<file path="config.mk">
export PLATFORM = sky130hd
export DESIGN_NAME = rdma_pkt_tx
export DESIGN_NICKNAME = d
export VERILOG_FILES = /design/src/rtl/rdma_pkg.sv /design/src/rtl/rdma_req_fifo.sv /design/src/rtl/rdma_pkt_tx.sv
export SDC_FILE = /design/constraint.sdc
export NUM_CORES = 1
export LEC_CHECK = 0
export BUFFER_PORTS_ARGS = -buffer_cell sky130_fd_sc_hd__buf_2
export CORE_MARGIN = 2
export CORE_UTILIZATION = 51
export CTS_CLUSTER_DIAMETER = 80
export DETAILED_ROUTE_END_ITERATION = 12
export PLACE_DENSITY = 0.7
export SETUP_SLACK_MARGIN = 0.02
export SLEW_MARGIN = 25
export SYNTH_ARGS = -nofsm -noshare
export SYNTH_HDL_FRONTEND = slang
export SYNTH_HIERARCHICAL = 1
export SYNTH_SLANG_ARGS = --single-unit
</file>
<file path="constraint.sdc">
create_clock -name clk -period 3.4 [get_ports clk]
set_input_delay 0.68 -clock clk [delete_from_list [all_inputs] [get_ports clk]]
set_output_delay 0.68 -clock clk [all_outputs]
set_load 0.005 [all_outputs]
</file>
<file path="src/rtl/rdma_pkg.sv">
// Shared RDMA transmit definitions: flit layout, opcodes, request record.
// Latency: n/a (types, constants and pure formatting functions only).
// Backpressure: n/a.
package rdma_pkg;

    // Flit = 2-bit type + 32-bit payload.
    localparam int FLIT_W = 34;

    localparam logic [1:0] FLIT_HEAD = 2'b01;
    localparam logic [1:0] FLIT_TAIL = 2'b10;

    // Opcodes 2 and 3 are reserved and carried through untouched.
    localparam logic [1:0] OP_READ  = 2'b00;
    localparam logic [1:0] OP_WRITE = 2'b01;

    // One queued request as received from the address-remap stage.
    typedef struct packed {
        logic [31:0] addr;
        logic [1:0]  op;
        logic [7:0]  len;
    } req_t;

    localparam int REQ_W = $bits(req_t);

    typedef enum logic {
        ST_IDLE = 1'b0,
        ST_TAIL = 1'b1
    } tx_state_t;

    // HEAD payload: top address nibble (routing hint), opcode, length, zero pad.
    function automatic logic [FLIT_W-1:0] head_flit(input logic [3:0] addr_hi,
                                                    input logic [1:0] op,
                                                    input logic [7:0] len);
        return {FLIT_HEAD, addr_hi, op, len, 18'b0};
    endfunction

    // TAIL payload: the full remote address.
    function automatic logic [FLIT_W-1:0] tail_flit(input logic [31:0] addr);
        return {FLIT_TAIL, addr};
    endfunction

endpackage

</file>
<file path="src/rtl/rdma_req_fifo.sv">
// Synchronous request FIFO, DEPTH entries (power of two) of WIDTH bits.
// Latency: a push is visible at pop_data/!empty the cycle after the push edge.
// Backpressure: full is derived from occupancy only; pushes while full are dropped.
//
// Ports: clk, rst_n (async active-low), push/push_data, pop/pop_data (head
// entry, valid while !empty), full, empty.
module rdma_req_fifo #(
    parameter int DEPTH = 4,
    parameter int WIDTH = 42
) (
    input  logic             clk,
    input  logic             rst_n,
    input  logic             push,
    input  logic [WIDTH-1:0] push_data,
    input  logic             pop,
    output logic [WIDTH-1:0] pop_data,
    output logic             full,
    output logic             empty
);

    localparam int AW = (DEPTH > 1) ? $clog2(DEPTH) : 1;
    localparam logic [AW:0] DEPTH_C = (AW+1)'(DEPTH);

    logic [WIDTH-1:0] mem [DEPTH];
    logic [AW-1:0]    wr_ptr;
    logic [AW-1:0]    rd_ptr;
    logic [AW:0]      count;
    logic             do_push;
    logic             do_pop;

    assign do_push = push && !full;
    assign do_pop  = pop && !empty;

    assign full     = (count == DEPTH_C);
    assign empty    = (count == '0);
    assign pop_data = mem[rd_ptr];

    // Pointers wrap naturally because DEPTH is a power of two.
    always_ff @(posedge clk or negedge rst_n) begin
        if (!rst_n) begin
            wr_ptr <= '0;
            rd_ptr <= '0;
            count  <= '0;
        end else begin
            if (do_push) begin
                wr_ptr <= wr_ptr + 1'b1;
            end
            if (do_pop) begin
                rd_ptr <= rd_ptr + 1'b1;
            end
            case ({do_push, do_pop})
                2'b10:   count <= count + 1'b1;
                2'b01:   count <= count - 1'b1;
                default: count <= count;
            endcase
        end
    end

    // Storage needs no reset: entries are only read once written.
    always_ff @(posedge clk) begin
        if (do_push) begin
            mem[wr_ptr] <= push_data;
        end
    end

endmodule

</file>
<file path="src/rtl/rdma_pkt_tx.sv">
// RDMA packet transmitter: queues remapped requests, emits HEAD+TAIL flit pairs to the NoC.
// Latency: request accepted at edge E0 into an idle block -> HEAD after E1, TAIL after E2.
// Backpressure: req_ready = !fifo_full; NoC side is credit-governed (no flit without a credit).
//
// Ports: clk, rst_n (async active-low); req_valid/req_ready/req_addr/req_op/req_len
// (request in); flit_valid/flit_data (registered flit out, data holds when idle);
// credit_ret (one credit per high cycle); busy (queue non-empty or packet in flight).
// Optional: define RDMA_PKT_TX_STATS_EN to add pkt_count (16-bit wrapping count of
// completed packets, bumped on every TAIL flit).
module rdma_pkt_tx
    import rdma_pkg::*;
#(
    parameter int DEPTH   = 4,
    parameter int CREDITS = 4
) (
    input  logic              clk,
    input  logic              rst_n,
    input  logic              req_valid,
    output logic              req_ready,
    input  logic [31:0]       req_addr,
    input  logic [1:0]        req_op,
    input  logic [7:0]        req_len,
    output logic              flit_valid,
    output logic [FLIT_W-1:0] flit_data,
    input  logic              credit_ret,
    output logic              busy
`ifdef RDMA_PKT_TX_STATS_EN
    ,
    output logic [15:0]       pkt_count
`endif
);

    localparam int CW = $clog2(CREDITS + 1);
    localparam logic [CW-1:0] CRED_MAX = CW'(CREDITS);

    tx_state_t     state;
    tx_state_t     state_nxt;
    logic [CW-1:0] credits;
    logic          has_credit;
    logic          send_head;
    logic          send_tail;
    logic          send;
    logic          fifo_full;
    logic          fifo_empty;
    logic          fifo_pop;
    logic          fifo_push;
    req_t          push_req;
    req_t          head_req;

    // ------------------------------------------------------------------
    // Request queue
    // ------------------------------------------------------------------
    assign push_req  = {req_addr, req_op, req_len};
    assign req_ready = !fifo_full;
    assign fifo_push = req_valid && req_ready;

    rdma_req_fifo #(
        .DEPTH (DEPTH),
        .WIDTH (REQ_W)
    ) u_req_fifo (
        .clk       (clk),
        .rst_n     (rst_n),
        .push      (fifo_push),
        .push_data (push_req),
        .pop       (fifo_pop),
        .pop_data  (head_req),
        .full      (fifo_full),
        .empty     (fifo_empty)
    );

    // ------------------------------------------------------------------
    // Packet FSM. The request stays at the FIFO head until its TAIL goes
    // out, so TAIL reads the same entry HEAD did and the pop frees the slot.
    // ------------------------------------------------------------------
    assign has_credit = (credits != '0);

    always_ff @(posedge clk or negedge rst_n) begin
        if (!rst_n) begin
            state <= ST_IDLE;
        end else begin
            state <= state_nxt;
        end
    end

    always_comb begin
        state_nxt = state;
        send_head = 1'b0;
        send_tail = 1'b0;
        fifo_pop  = 1'b0;
        case (state)
            ST_IDLE: begin
                if (!fifo_empty && has_credit) begin
                    send_head = 1'b1;
                    state_nxt = ST_TAIL;
                end
            end
            ST_TAIL: begin
                if (has_credit) begin
                    send_tail = 1'b1;
                    fifo_pop  = 1'b1;
                    state_nxt = ST_IDLE;
                end
            end
            default: state_nxt = ST_IDLE;
        endcase
    end

    assign send = send_head || send_tail;

    // ------------------------------------------------------------------
    // Registered flit output; data deliberately holds between flits.
    // ------------------------------------------------------------------
    always_ff @(posedge clk or negedge rst_n) begin
        if (!rst_n) begin
            flit_valid <= 1'b0;
            flit_data  <= '0;
        end else begin
            flit_valid <= send;
            if (send_head) begin
                flit_data <= head_flit(head_req.addr[31:28], head_req.op, head_req.len);
            end else if (send_tail) begin
                flit_data <= tail_flit(head_req.addr);
            end
        end
    end

    // ------------------------------------------------------------------
    // Link credits. A return on a send cycle cancels the spend; a return
    // with the counter already full is dropped (the router over-returned).
    // ------------------------------------------------------------------
    always_ff @(posedge clk or negedge rst_n) begin
        if (!rst_n) begin
            credits <= CRED_MAX;
        end else if (send && !credit_ret) begin
            credits <= credits - 1'b1;
        end else if (credit_ret && !send && (credits != CRED_MAX)) begin
            credits <= credits + 1'b1;
        end
    end

    assign busy = !fifo_empty || (state != ST_IDLE);

`ifdef RDMA_PKT_TX_STATS_EN
    always_ff @(posedge clk or negedge rst_n) begin
        if (!rst_n) begin
            pkt_count <= '0;
        end else if (send_tail) begin
            pkt_count <= pkt_count + 16'd1;
        end
    end
`endif

endmodule

</file>
# Word level (Yosys, flattened, before mapping)
# Memories as Yosys holds them, arrays and structs flattened.
# Index checks and enable logic that the tools add are counted.
[totals]
reg_bits = 46
ram_bits = 168
input_bits = 46
out_inout_bits = 37
mem_count = 1
[op_classes]
addsub = 6
n_eq_ne = 4
mux = 13
n_bitwise = 1
reduce_logical = 18
[memory_table]
columns = ["name", "words", "word_bits", "read_ports", "rd_ports_with_merged_regs", "wr", "line", "source"]
rows = [
  ["u_req_fifo.mem", 4, 42, 1, 0, 1, "rdma_req_fifo.sv:24", "logic [WIDTH-1:0] mem [DEPTH];"],
]
[ops]
columns = ["cell", "n"]
rows = [
  ["$mux W34", 2],
  ["$logic_and A1 B1 Y1", 7],
  ["$mux W1", 7],
  ["$add A3 B1 Y3 const B", 2],
  ["$mux W3", 2],
  ["$pmux W3 S2", 1],
  ["$reduce_bool A2 Y1", 3],
  ["$sub A3 B1 Y3 const B", 2],
  ["$add A2 B1 Y2 const B", 2],
  ["$logic_not A1 Y1", 4],
  ["$eq A3 B3 Y1 const B", 1],
  ["$logic_not A3 Y1", 1],
  ["$ne A3 B3 Y1 const B", 1],
  ["$reduce_bool A3 Y1", 1],
  ["$eq A2 B1 Y1 const B", 1],
  ["$eq A2 B2 Y1 const B", 1],
  ["$logic_or A1 B1 Y1", 2],
  ["$pmux W1 S2", 1],
  ["$not A1 Y1", 1],
]

# Logic depth before layout (Yosys ltp)
[logic_depth]
depth_word = 11
depth_mapped = 11
depth_no_buf = 10

# Cells and area by module
# The synthesis kept the hierarchy.
[modules_own_cells]
columns = ["module", "n_inst", "cells_per_inst", "area_per_inst_um2", "seq_area_each_um2"]
rows = [
  ["rdma_req_fifo", 1, 258, 6542.5, 5220.0],
  ["rdma_pkt_tx", 1, 152, 1791.7, 977.2],
]

# Least setup slack after synthesis
# Ideal clock, no wire load.
[synth_path]
path_kind = "in2reg"
startpoint = "input port req_valid"
endpoint = "memory u_req_fifo.mem[0][0] (enable)"
setup_time_ps = 404
t_arrival_ps = 2073
required_ps = 2996
setup_slack_ps = 923
stages = 3
path_buffers = 0
cell_sequence = "nor2b_1 -> nor2b_2 -> and2_1"
[synth_via]
elab_chain_len = 4
[synth_rtl]
columns = ["element", "line", "source"]
rows = [
  ["start, declared", "rdma_pkt_tx.sv:18", "input logic req_valid,"],
  ["$logic_and A1 B1 Y1", "rdma_pkt_tx.sv:55", "assign fifo_push = req_valid && req_ready;"],
  ["$logic_and A1 B1 Y1", "rdma_req_fifo.sv:31", "assign do_push = push && !full;"],
  ["$mux W1", "rdma_req_fifo.sv:61", "if (do_push) begin"],
  ["$mux W1 (implied by the code)", "rdma_req_fifo.sv:62", "mem[wr_ptr] <= push_data;"],
  ["end, declared", "rdma_req_fifo.sv:24", ""],
]
# No other way between the ends.

# Worst setup path in the final report
[layout_path]
startpoint = "register u_req_fifo.count[0]"
endpoint = "output port busy"
[layout_via]
elab_chain_len = 3
[layout_rtl]
columns = ["element", "line", "source"]
rows = [
  ["start, declared", "rdma_req_fifo.sv:27", "logic [AW:0] count;"],
  ["start signal, assigned", "rdma_req_fifo.sv:52", "2'b10: count <= count + 1'b1;"],
  ["start signal, assigned", "rdma_req_fifo.sv:53", "2'b01: count <= count - 1'b1;"],
  ["start signal, assigned", "rdma_req_fifo.sv:54", "default: count <= count;"],
  ["$logic_not A3 Y1", "rdma_req_fifo.sv:35", "assign empty = (count == '0);"],
  ["named net fifo_empty", "rdma_pkt_tx.sv:44", "logic fifo_empty;"],
  ["$logic_not A1 Y1", "rdma_pkt_tx.sv:141", "assign busy = !fifo_empty || (state != ST_IDLE);"],
  ["$logic_or A1 B1 Y1", "rdma_pkt_tx.sv:141", ""],
  ["end, declared", "rdma_pkt_tx.sv:26", "output logic busy"],
]
# The timed path passes the listed nets, and every way through them passes these cells.

==> key figures <==
Worst setup path
  • Req. time, crit path: 2720 ps
  • Startpoint types: flip-flop
  • Crit path kind: flip-flop to primary output
  • Crit Path Max Fanout: 26
  • Crit path DAT: 1970 ps
  • CP Capture Type: primary output

Timing
  • Max-slew headroom: 44.3%
  • Fin crit share: 77.9%
  • Slew @ Worst Pin: 831 ps
  • Final Hold Fails: 0
  • RSZ-0062 raised after global routing: false
  • Final Slew Violations: 0
  • WHS: 273 ps
  • Minimum clock period: 2650 ps
  • FMAX: 378 MHz
  • Skew final: 9.48 ps
  • Final setup vio count: 0
  • Setup WS post-layout: 752 ps
  • Setup TNS: 0 ps

Global routing
  • Gr usage total: 18.2%
  • Total grt overflow: 0
  • First-pass GRT wire length: 24.7 mm
  • Vias in the first global route: 4467
  • Largest net degree at the start of global routing: 33
  • Initial antenna violation count: 2

Power and ir drop
  • Comb pwr share: 28.8%
  • Reg power frac: 45.5%
  • Internal power: 0.00623 W
  • Switching part of the total: 30.1%
  • Pwr dens: 921 nW/um^2
  • Peak supply drop: 0.000512 V
  • Lkg Pwr: 3.51 nW
  • Switching power: 0.00268 W
  • Clk pwr share: 25.7%

Logic synthesis
  • Yosys reg bits: 214
  • Synth area leaders: edfxtp_1, dfrtp_1, mux4_2
  • Synthesized cell area: 8330 sq um
  • Synthesized netlist cell count: 410
  • Post-synth top area cell: edfxtp_1
  • Most frequent cell after synthesis: edfxtp_1
  • Syn_nets: 463
  • Top cells by count, synth: edfxtp_1, dfrtp_1, mux4_2
  • Async set-reset flop share out of synthesis: 21.5%
  • Main synth FF type: edfxtp_1
  • Synth Warn #: 6
  • Netlist cell types: 49
  • Post-synth EDFFs: 168
  • Mean post-synth cell area: 20.3 sq um
  • Sequential area share after synthesis: 74.4%
  • Area share of the largest cell type after synthesis: 60.5%

Routing
  • Via/cell ratio: 5.66
  • WL final: 15.5 mm
  • Initial DRC Count: 279
  • DRT Pass-1 Iters: 5
  • Vias: 4180
  • DRC errors left: 0
  • Post-DRT Antenna Nets: 0
  • Wire per inst: 20.9 um

Die
  • Io pins: 83
  • Row count: 46
  • Die height: 132 um
  • Die extent in x: 132 um
  • Core ar.: 15900 sq um
  • Die ar.: 17400 sq um
  • Initial Util: 52.3%

Clock network
  • Clk Latency, worst-skew pair: 490 ps
  • Clock Pin Slew Worst Setup and Hold Paths: 60 ps
  • Max Buffers Root-to-Sink: 3
  • H-tree level count: 1
  • Setup bufs post-CTS: 0
  • CTS tree: built
  • Total CTS buffers: 22
  • Root Driver: clkbuf_16
  • Clk sink count: 214
  • # hold bufs at CTS: 0
  • Resized cells post-CTS: 0

Final layout
  • Final core utilization: 60.7%
  • Layout cells sized above 1: 35.6%
  • Layout area overhead: 16.2%
  • Nets: 557

Hold path
  • Hold Crit Class: input pin to asynchronous set/reset pin

Place
  • Dpl ws: 957 ps
  • # port buffers: 82
  • Post-DP HPWL: 9.59 mm
  • GP Congestion: 0.832

Status
  • Status: completed

Run
  • Max cap viols: 0
-- routing by layer --
metal	wire (um)	global-route usage [%]	up-vias
met5	0	0	-
met2	7360	29.4	137
met4	248	5.01	0
met1	6890	25.8	2169
met3	957	3.73	27
li1	-	-	1847
-- cell usage in the layout, fill, tap and decap left out, drive strengths merged, types with 4 or more instances in the layout --
| master | instances |
|---|---|
| o22ai | 10 |
| nand2b | 12 |
| clkinv | 7 |
| o31ai | 11 |
| buf | 92 |
| xnor2 | 4 |
| mux4 | 42 |
| a21oi | 10 |
| mux2 | 6 |
| edfxtp | 168 |
| dfrtp | 45 |
| and2 | 4 |
| nand2 | 4 |
| clkbuf | 33 |
| ha | 5 |
| inv | 13 |
| a22o | 18 |
-- layout make-up --
cell class / count / area [sq um]
Clock buffer: 33 / 676
Timing Repair Buffer: 92 / 536
Multi-Input combinational cell: 161 / 1910
Tap cell: 216 / 270
Clock inverter: 7 / 31.3
Fill cell: 1153 / 6260
Antenna cell: 3 / 7.51
Inverter: 13 / 48.8
Sequential cell: 214 / 6200
-- power groups by stage --
stage | registers [W] | clock network (W) | logic (W)
floorplan | 0.00383 | 0 | 0.00211
global placement | 0.00407 | 0 | 0.00252
detailed placement | 0.00411 | 0 | 0.00261
CTS | 0.00406 | 0.00235 | 0.00261
global route | 0.00414 | 0.00245 | 0.00280
finish | 0.00405 | 0.00229 | 0.00257
-- worst max-delay path: stages (launching register included) --
cell and delay (ps):
dfrtp_1 450, nor3_2 220, buf_4 290, nand2b_1 280
buf_2 220
-- metrics by stage --
step	cells	cell area, sq um	total power (W)
after floorplan	410	8330	0.00594
after global placement	696	8970	0.00660
after detailed placement	696	8970	0.00672
after CTS	736	9680	0.00902
after global routing	737	9680	0.00939
final	739	9680	0.00891
-- worst paths after layout --
| check | from | slack (ps) | end | depth (start not counted) |
|---|---|---|---|---|
| worst max-delay path | u_req_fifo/count[0] | 750 | busy | 4 |
| worst min-delay path | rst_n | 270 | flit_data[19] | 1 |
| worst max register to register | u_req_fifo/count[0] | 930 | credits[2] | 8 |
| worst min register to register | flit_data[32] | 490 | flit_data[32] | 1 |
| max in group asynchronous | rst_n | 2410 | flit_data[4] | 2 |
| min in group clk | req_addr[12] | 400 | u_req_fifo/mem[2][22] | 1 |
-- cells by family (layout without fill, tap and decap cells) --
| kind of cell | after synthesis | count (layout) | share of synthesized area (%) |
|---|---|---|---|
| flops | 214 | 214 | 74.4 |
| compound gates | 62 | 62 | 5.54 |
| mux | 48 | 48 | 12.4 |
| simple gates | 37 | 37 | 2.93 |
| buf+inv | 35 | 145 | 2.82 |
| fa+ha+maj | 7 | 7 | 1.23 |
| xor+xnor | 7 | 7 | 0.736 |
| other cells | 0 | 3 | 0 |
-- state kept, by name, indices dropped and copies added (netlist names) --
signal / count
flit_valid: 1
u_req_fifo/rd_ptr: 2
u_req_fifo/count: 3
u_req_fifo/wr_ptr: 2
u_req_fifo/mem: 168
credits: 3
state: 1
flit_data: 34
Power figures use the tool's default switching activity.
